## src/rtl/freq_meter.sv

```systemverilog
// Gated frequency counter: counts sig_in rising edges over GATE_CNTMAX+1 clk cycles, publishes with freq_vld.
// Latency: result valid one cycle after the terminal gate cycle; sig_in edges counted 2 clk after s1 capture.
// Backpressure: none, freq_vld is a fire-and-forget strobe. Optional FREQ_METER_OVF_EN adds saturation + ovf.
module freq_meter #(
    parameter int unsigned GATE_CNTMAX = 49_999_999,
    parameter int unsigned CNT_W       = 32
) (
    input  logic             clk,
    input  logic             rst_n,
    input  logic             sig_in,
    input  logic             en,
    output logic [CNT_W-1:0] freq,
    output logic             freq_vld,
    output logic             busy,
    output logic             ovf
);

    localparam logic [31:0] GATE_MAX = 32'(GATE_CNTMAX);

    typedef enum logic {
        IDLE    = 1'b0,
        MEASURE = 1'b1
    } state_t;

    state_t           state_q;
    state_t           state_d;
    logic             s1;
    logic             s2;
    logic             s3;
    logic             rise;
    logic [31:0]      gate_cnt_q;
    logic [31:0]      gate_cnt_d;
    logic [CNT_W-1:0] edge_cnt_q;
    logic [CNT_W-1:0] edge_cnt_d;
    logic [CNT_W-1:0] edge_sum;
    logic [CNT_W-1:0] edge_inc;
    logic [CNT_W-1:0] freq_d;
    logic             freq_vld_d;
    logic             terminal;
    logic             publish;

    // s1/s2 resynchronise sig_in; s3 holds the previous synced level for edge detect
    always_ff @(posedge clk or negedge rst_n) begin
        if (!rst_n) begin
            s1 <= 1'b0;
            s2 <= 1'b0;
            s3 <= 1'b0;
        end else begin
            s1 <= sig_in;
            s2 <= s1;
            s3 <= s2;
        end
    end

    assign rise     = s2 & ~s3;
    assign edge_sum = edge_cnt_q + CNT_W'(rise);
    // >= so a corrupted gate_cnt still closes the window instead of running away
    assign terminal = (gate_cnt_q >= GATE_MAX);
    assign publish  = (state_q == MEASURE) && terminal;
    assign busy     = (state_q == MEASURE);

`ifdef FREQ_METER_OVF_EN
    logic carry;
    logic sat_q;
    logic ovf_q;

    assign carry    = (&edge_cnt_q) & rise;
    assign edge_inc = carry ? {CNT_W{1'b1}} : edge_sum;
    assign ovf      = ovf_q;

    always_ff @(posedge clk or negedge rst_n) begin
        if (!rst_n) begin
            sat_q <= 1'b0;
            ovf_q <= 1'b0;
        end else if (publish) begin
            ovf_q <= sat_q | carry;
            sat_q <= 1'b0;
        end else if ((state_q == MEASURE) && en) begin
            sat_q <= sat_q | carry;
        end else begin
            sat_q <= 1'b0;
        end
    end
`else
    assign edge_inc = edge_sum;
    assign ovf      = 1'b0;
`endif

    always_comb begin
        state_d    = state_q;
        gate_cnt_d = gate_cnt_q;
        edge_cnt_d = edge_cnt_q;
        freq_d     = freq;
        freq_vld_d = 1'b0;
        case (state_q)
            IDLE: begin
                gate_cnt_d = '0;
                edge_cnt_d = '0;
                if (en) begin
                    state_d = MEASURE;
                end
            end
            MEASURE: begin
                if (terminal) begin
                    // terminal cycle's own edge belongs to this window
                    freq_d     = edge_inc;
                    freq_vld_d = 1'b1;
                    gate_cnt_d = '0;
                    edge_cnt_d = '0;
                    state_d    = en ? MEASURE : IDLE;
                end else if (!en) begin
                    gate_cnt_d = '0;
                    edge_cnt_d = '0;
                    state_d    = IDLE;
                end else begin
                    gate_cnt_d = gate_cnt_q + 32'd1;
                    edge_cnt_d = edge_inc;
                end
            end
            default: begin
                state_d = IDLE;
            end
        endcase
    end

    always_ff @(posedge clk or negedge rst_n) begin
        if (!rst_n) begin
            state_q    <= IDLE;
            gate_cnt_q <= '0;
            edge_cnt_q <= '0;
            freq       <= '0;
            freq_vld   <= 1'b0;
        end else begin
            state_q    <= state_d;
            gate_cnt_q <= gate_cnt_d;
            edge_cnt_q <= edge_cnt_d;
            freq       <= freq_d;
            freq_vld   <= freq_vld_d;
        end
    end

endmodule

```

## config.mk

```make
export PLATFORM = sky130hd
export DESIGN_NAME = freq_meter
export DESIGN_NICKNAME = d
export VERILOG_FILES = /design/src/rtl/freq_meter.sv
export SDC_FILE = /design/constraint.sdc
export NUM_CORES = 1
export LEC_CHECK = 0
export BUFFER_PORTS_ARGS = -buffer_cell sky130_fd_sc_hd__buf_4
export CAP_MARGIN = 20
export CORE_ASPECT_RATIO = 0.5
export CORE_UTILIZATION = 49
export DETAILED_ROUTE_END_ITERATION = 16
export GPL_TIMING_DRIVEN = 0
export PLACE_DENSITY = 0.78
export SLEW_MARGIN = 20
export SYNTH_ARGS = -nofsm -noshare
export SYNTH_HDL_FRONTEND = slang
export SYNTH_SLANG_ARGS = --single-unit
```

## constraint.sdc

```tcl
create_clock -name clk -period 3.3 [get_ports clk]
set_input_delay 0.495 -clock clk [delete_from_list [all_inputs] [get_ports clk]]
set_output_delay 0.495 -clock clk [all_outputs]
set_load 0.01 [all_outputs]
```

# Word level (Yosys, flattened, before mapping)
# Cells that the tools add are included.
[word_totals]
register_bits = 101
latch_bits = 0
ram_bits = 0
mem_bits_ro = 0
inputBits = 4
output_inout_bits = 35
elab_cells = 24
memories = 0
[op_classes]
n_addsub = 2
multipliers = 0
div_mod_pow = 0
order_cmp = 1
eq_ne = 0
n_shift = 0
n_mux = 9
bitwise_logic = 3
n_reduce_logical = 1
[op_table]
columns = ["cell", "count"]
rows = [
  ["two-way mux 32 bit", 4],
  ["one-hot mux 32 bit (2 select lines)", 2],
  ["adder 32 x 1 -> 32 bit", 1],
  ["adder 32 x 1 -> 32 bit (second input constant)", 1],
  [">= comparator 32 x 26 -> 1 bit (second input constant)", 1],
  ["two-way mux 1 bit", 3],
  ["NOT 1 bit", 2],
  ["AND reduction 2 bit", 1],
  ["bitwise AND 1 bit", 1],
]

# Depth between registers and ports, before layout
[depth]
word_depth = 6
depth_mapped = 9
mapped_depth_nobuf = 8

# Worst setup path before layout
# OpenSTA, ideal clock, no wires.
[synth_timing]
path_type = "flip-flop to flip-flop"
startpoint = "reg s3"
endpoint = "reg freq[31]"
setup_ns = 0.130
arrival_time_ns = 1.839
required_ns = 3.170
path_slack_ns = 1.332
path_stages_with_launch = 9
path_buffers = 1
period_less_slack_ns = 1.968
cell_sequence = "dfrtp_1 nor2b_1 ha_1 nand3_1 or4_4 buf_6 nor3_4 xnor2_1 mux2i_1"
[synth_between]
elab_chain_len = 3
[synth_rtl]
columns = ["item", "line_no", "text"]
rows = [
  ["start: declaration", "29", "logic s3;"],
  ["start signal: assignment", "47", "s3 <= 1'b0;"],
  ["start signal: assignment", "51", "s3 <= s2;"],
  ["NOT 1 bit", "55", "assign rise = s2 & ~s3;"],
  ["bitwise AND 1 bit", "55", ""],
  ["adder 32 x 1 -> 32 bit", "56", "assign edge_sum = edge_cnt_q + CNT_W'(rise);"],
  ["end signal: assignment", "137", "freq <= freq_d;"],
  ["end: declaration", "12", "output logic [CNT_W-1:0] freq,"],
]
# Every way passes these cells.
# A chain may end at the register's enable or synchronous reset.

# Worst setup path in the final report
[layout_timing]
startpoint = "reg gate_cnt_q[0]"
endpoint = "reg edge_cnt_q[28]"
[layout_between]
elab_chain_len = 3
[layout_rtl]
columns = ["item", "line_no", "text"]
rows = [
  ["start: declaration", "31", "logic [31:0] gate_cnt_q;"],
  ["start signal: assignment", "135", "gate_cnt_q <= gate_cnt_d;"],
  [">= comparator 32 x 26 -> 1 bit", "58", "assign terminal = (gate_cnt_q >= GATE_MAX);"],
  ["two-way mux 32 bit", "104", "if (terminal) begin"],
  ["one-hot mux 32 bit (2 select lines)", "95", "case (state_q)"],
  ["via edge_cnt_d[28]", "34", "logic [CNT_W-1:0] edge_cnt_d;"],
  ["end signal: assignment", "136", "edge_cnt_q <= edge_cnt_d;"],
  ["end: declaration", "33", "logic [CNT_W-1:0] edge_cnt_q;"],
]
# The timed path passes the listed nets, and every way through them passes these cells.

==> results.cfg <==
[timing]
timing.final.ws_setup_ns = 0.898
slew_violations = 0
rsz0062_at_grt = false
skew_ns = 0.0105
finalSetupViolations = 0
sum_of_negative_setup_slack_ns = 0
worstMarginPinSlew_ns = 0.990
final_hold_viol_count = 0
worst_slew_margin_rel_pct = 33.4
finalWorstPathRequiredPeriod_ns = 2.40
fmax_ghz = 0.416
min_period_over_period_pct = 72.8

[global_route]
gr-usage-met3_pct = 4.65
global_route_wire_length_before_repair_um = 14100
global_route.peak_usage_layer = met2
grt_max_degree = 102
grt_antenna_before_repair = 0
first_global_vias = 3056
met1_demand_to_capacity_share_in_global_routing_pct = 24.6
gr-usage-met2_pct = 30.7
grt_ovf = 0
grt_total_usage_pct = 18.8

[worst_setup_path]
crit_path_max_incr_delay_ns = 0.41
crit_fanout = 10
critical_path.cell_chain = ha_1, nand3_1, o211ai_1, a2111oi_2, o211ai_1, buf_2, buf_2, nor2_1
worst_ep_required_time_ns = 3.51
end_kind = register
setup.worst_path.class = register to register
worst_ep_arrival_time_ns = 2.61
slowest_stage = sky130_fd_sc_hd__dfrtp_1
critPathLaunchType = register

[synthesis]
synth_seq_area_share_pct = 55.8
yosys.area.top_type = sky130_fd_sc_hd__dfrtp_1
asyncSetResetFlopFracSynth_pct = 100
synth_enable_flop_cells = 0
synth.area.top_cells = sky130_fd_sc_hd__dfrtp_1, sky130_fd_sc_hd__mux2i_1, sky130_fd_sc_hd__xnor2_1
postSynthAreaPerCell_um2 = 10.9
synth_flop_cell = sky130_fd_sc_hd__dfrtp_1
synth.distinct_cells = 39
synth_largest_type_area_fraction_pct = 55.8
synth_seq_cells = 101
yosysWarnings = 0
syn-instance-count = 415
syn_area_um2 = 4530

[placement]
portBuffers = 37
gp_congestion = 0.857
dp.final_hpwl_um = 5260
dp_slack_ns = 0.885

[floorplanning]
coreArea_um2 = 8830
num_io_pins = 39
floorplan.rows = 24
die_area_um2 = 9660
initial_core_util_pct = 51.3
floorplan.die.height_um = 70.0
die-width_um = 138

[clock_tree]
cts_tree = yes
post_cts_hold_buffer_count = 0
tritoncts.num_buffers = 9
cts_max_level = 3
cts.root.buffer_cell = sky130_fd_sc_hd__clkbuf_16
cts.sink_count = 101
clock_latency_ns = 0.34
ctsLongestPathBuffers = 2
post-cts-setup-buffers = 0
cts-resized-gates = 0
clk_pin_slew_worst_paths_ns = 0.06

[power_and_ir_drop]
power.leakage_uw = 0.00227
powerDensity_nw_per_um2 = 431
pwr-share-clk_pct = 41.8
switching_power_as_a_share_of_total_power_pct = 20.5
share_comb_of_total_power_pct = 2.8
ir_drop_mv = 0.322
internal_power_uw = 1790
net_switching_power_uw = 463
seq_power_share_pct = 55.4
power_uw = 2260

[route]
routed_wl_um = 7890
post_drt_wl_per_cell_um = 13.4
detail_route.first_pass.iterations = 4
vias_per_cell = 4.97
drt_drc_violations_left = 0
vias = 2932
ant_nets = 0
detailedRoute.firstIterationViolations = 138

[finish]
final_nets = 476
most_frequent_standard_cell_in_the_layout_excluding_fill_and_tap_cells = sky130_fd_sc_hd__dfrtp_1
layout-drive-gt1-share_pct = 16.9
filler_cells = 719
antenna_cells = 0
layout.cells.most_common_list = sky130_fd_sc_hd__dfrtp_1, sky130_fd_sc_hd__nor2_1, sky130_fd_sc_hd__inv_1
area_growth_pct = 15.7

[hold_path]
worst_hold_path_type = primary input to register

[outcome]
status = finished clean

[job]
timing.max_cap.violations = 0
path summary, 6_finish.rpt:
kind | endpoint | slack [ns] | start | cells past startpoint
max | edge_cnt_q[28]$_DFF_PN0_ | 0.90 | gate_cnt_q[0]$_DFF_PN0_ | 8
min | s1$_DFF_PN0_ | 0.26 | sig_in | 1
max reg2reg | edge_cnt_q[28]$_DFF_PN0_ | 0.90 | gate_cnt_q[0]$_DFF_PN0_ | 8
min reg2reg | s2$_DFF_PN0_ | 0.38 | s1$_DFF_PN0_ | 0
max in group asynchronous | gate_cnt_q[22]$_DFF_PN0_ | 2.44 | rst_n | 1
min in group asynchronous | edge_cnt_q[20]$_DFF_PN0_ | 0.27 | rst_n | 1
state kept, by name, summed over array words and instances (netlist names):
register / count
busy: 1
s1: 1
s3: 1
edge_cnt_q: 32
s2: 1
gate_cnt_q: 32
freq: 32
freq_vld: 1
area by class of cell:
cell class	count	area, µm²	share of cell area [%]
flip-flops and latches	101	2530	48.2
multi-input cells	262	1760	33.7
repair buffers	37	282	5.37
clock buffers	13	250	4.78
inverters	43	161	3.08
well taps	117	146	2.79
plain buffers	15	98.8	1.89
clock inverters	2	10.0	0.191
power by group through the flow:
| stage | Sequential, µW | Combinational (µW) | Clock, µW |
|---|---|---|---|
| final | 1250 | 63.7 | 943 |
| after CTS | 1250 | 66.1 | 967 |
| after detailed placement | 1270 | 66.0 | 0 |
| after floorplan | 1270 | 27.9 | 0 |
| after global placement | 1270 | 64.9 | 0 |
| after global routing | 1250 | 71.7 | 1030 |
cell families after synthesis:
logic type,Yosys count,share of synthesized area [%]
buf+inv,58,5.75
compound gates,5,1.02
mux,32,7.13
simple gates,161,19.0
fa+ha+maj,3,0.829
flops,101,55.8
other cells,1,0.0828
xor+xnor,54,10.4
Yosys cell counts (2+ instances only):
master and count:
sky130_fd_sc_hd__nand2_1 19, sky130_fd_sc_hd__nand4_1 13, sky130_fd_sc_hd__and3_1 2, sky130_fd_sc_hd__inv_1 43
sky130_fd_sc_hd__xor2_1 22, sky130_fd_sc_hd__dfrtp_1 101, sky130_fd_sc_hd__nor3_1 5, sky130_fd_sc_hd__nor2_1 72
sky130_fd_sc_hd__nand3_1 18, sky130_fd_sc_hd__buf_2 4, sky130_fd_sc_hd__o211ai_1 2, sky130_fd_sc_hd__mux2_2 2
sky130_fd_sc_hd__clkbuf_1 4, sky130_fd_sc_hd__buf_6 3, sky130_fd_sc_hd__mux2i_1 30, sky130_fd_sc_hd__or4_1 2
sky130_fd_sc_hd__and4_1 2, sky130_fd_sc_hd__xnor2_1 32, sky130_fd_sc_hd__nor3_2 10, sky130_fd_sc_hd__buf_4 4
sky130_fd_sc_hd__ha_1 3, sky130_fd_sc_hd__nor4_1 5
critical path, delay by kind of cell, from the launching register on:
| family | cells | cell delay (ns) |
|---|---|---|
| AO/OA/AOI/OAI | 3 | 0.80 |
| buffers and inverters | 2 | 0.57 |
| flip-flops | 1 | 0.41 |
| AND/OR/NAND/NOR | 2 | 0.27 |
| adder cells (fa/ha/maj) | 1 | 0.21 |
metal layers:
layer / vias up / share of wire [%] / wire length, µm
li1: 1449 / - / -
met2: 42 / 48 / 3800
met4: 0 / 1.6 / 129
met5: - / 0 / 0
met3: 13 / 2.6 / 206
met1: 1428 / 48 / 3750
metrics by stage:
step / area, µm² / utilization (%) / hold WS, ns / std cells
CTS: 5240 / 59.4 / 0.253 / 590
floorplan: 4550 / - / 0.199 / 421
global placement: 4980 / 56.4 / 0.333 / 575
global route: 5240 / 59.4 / 0.244 / 590
finish: 5240 / 59.4 / 0.265 / 590
detailed placement: 4980 / 56.4 / 0.362 / 575
Note: power is estimated with default switching activity, not from simulation.
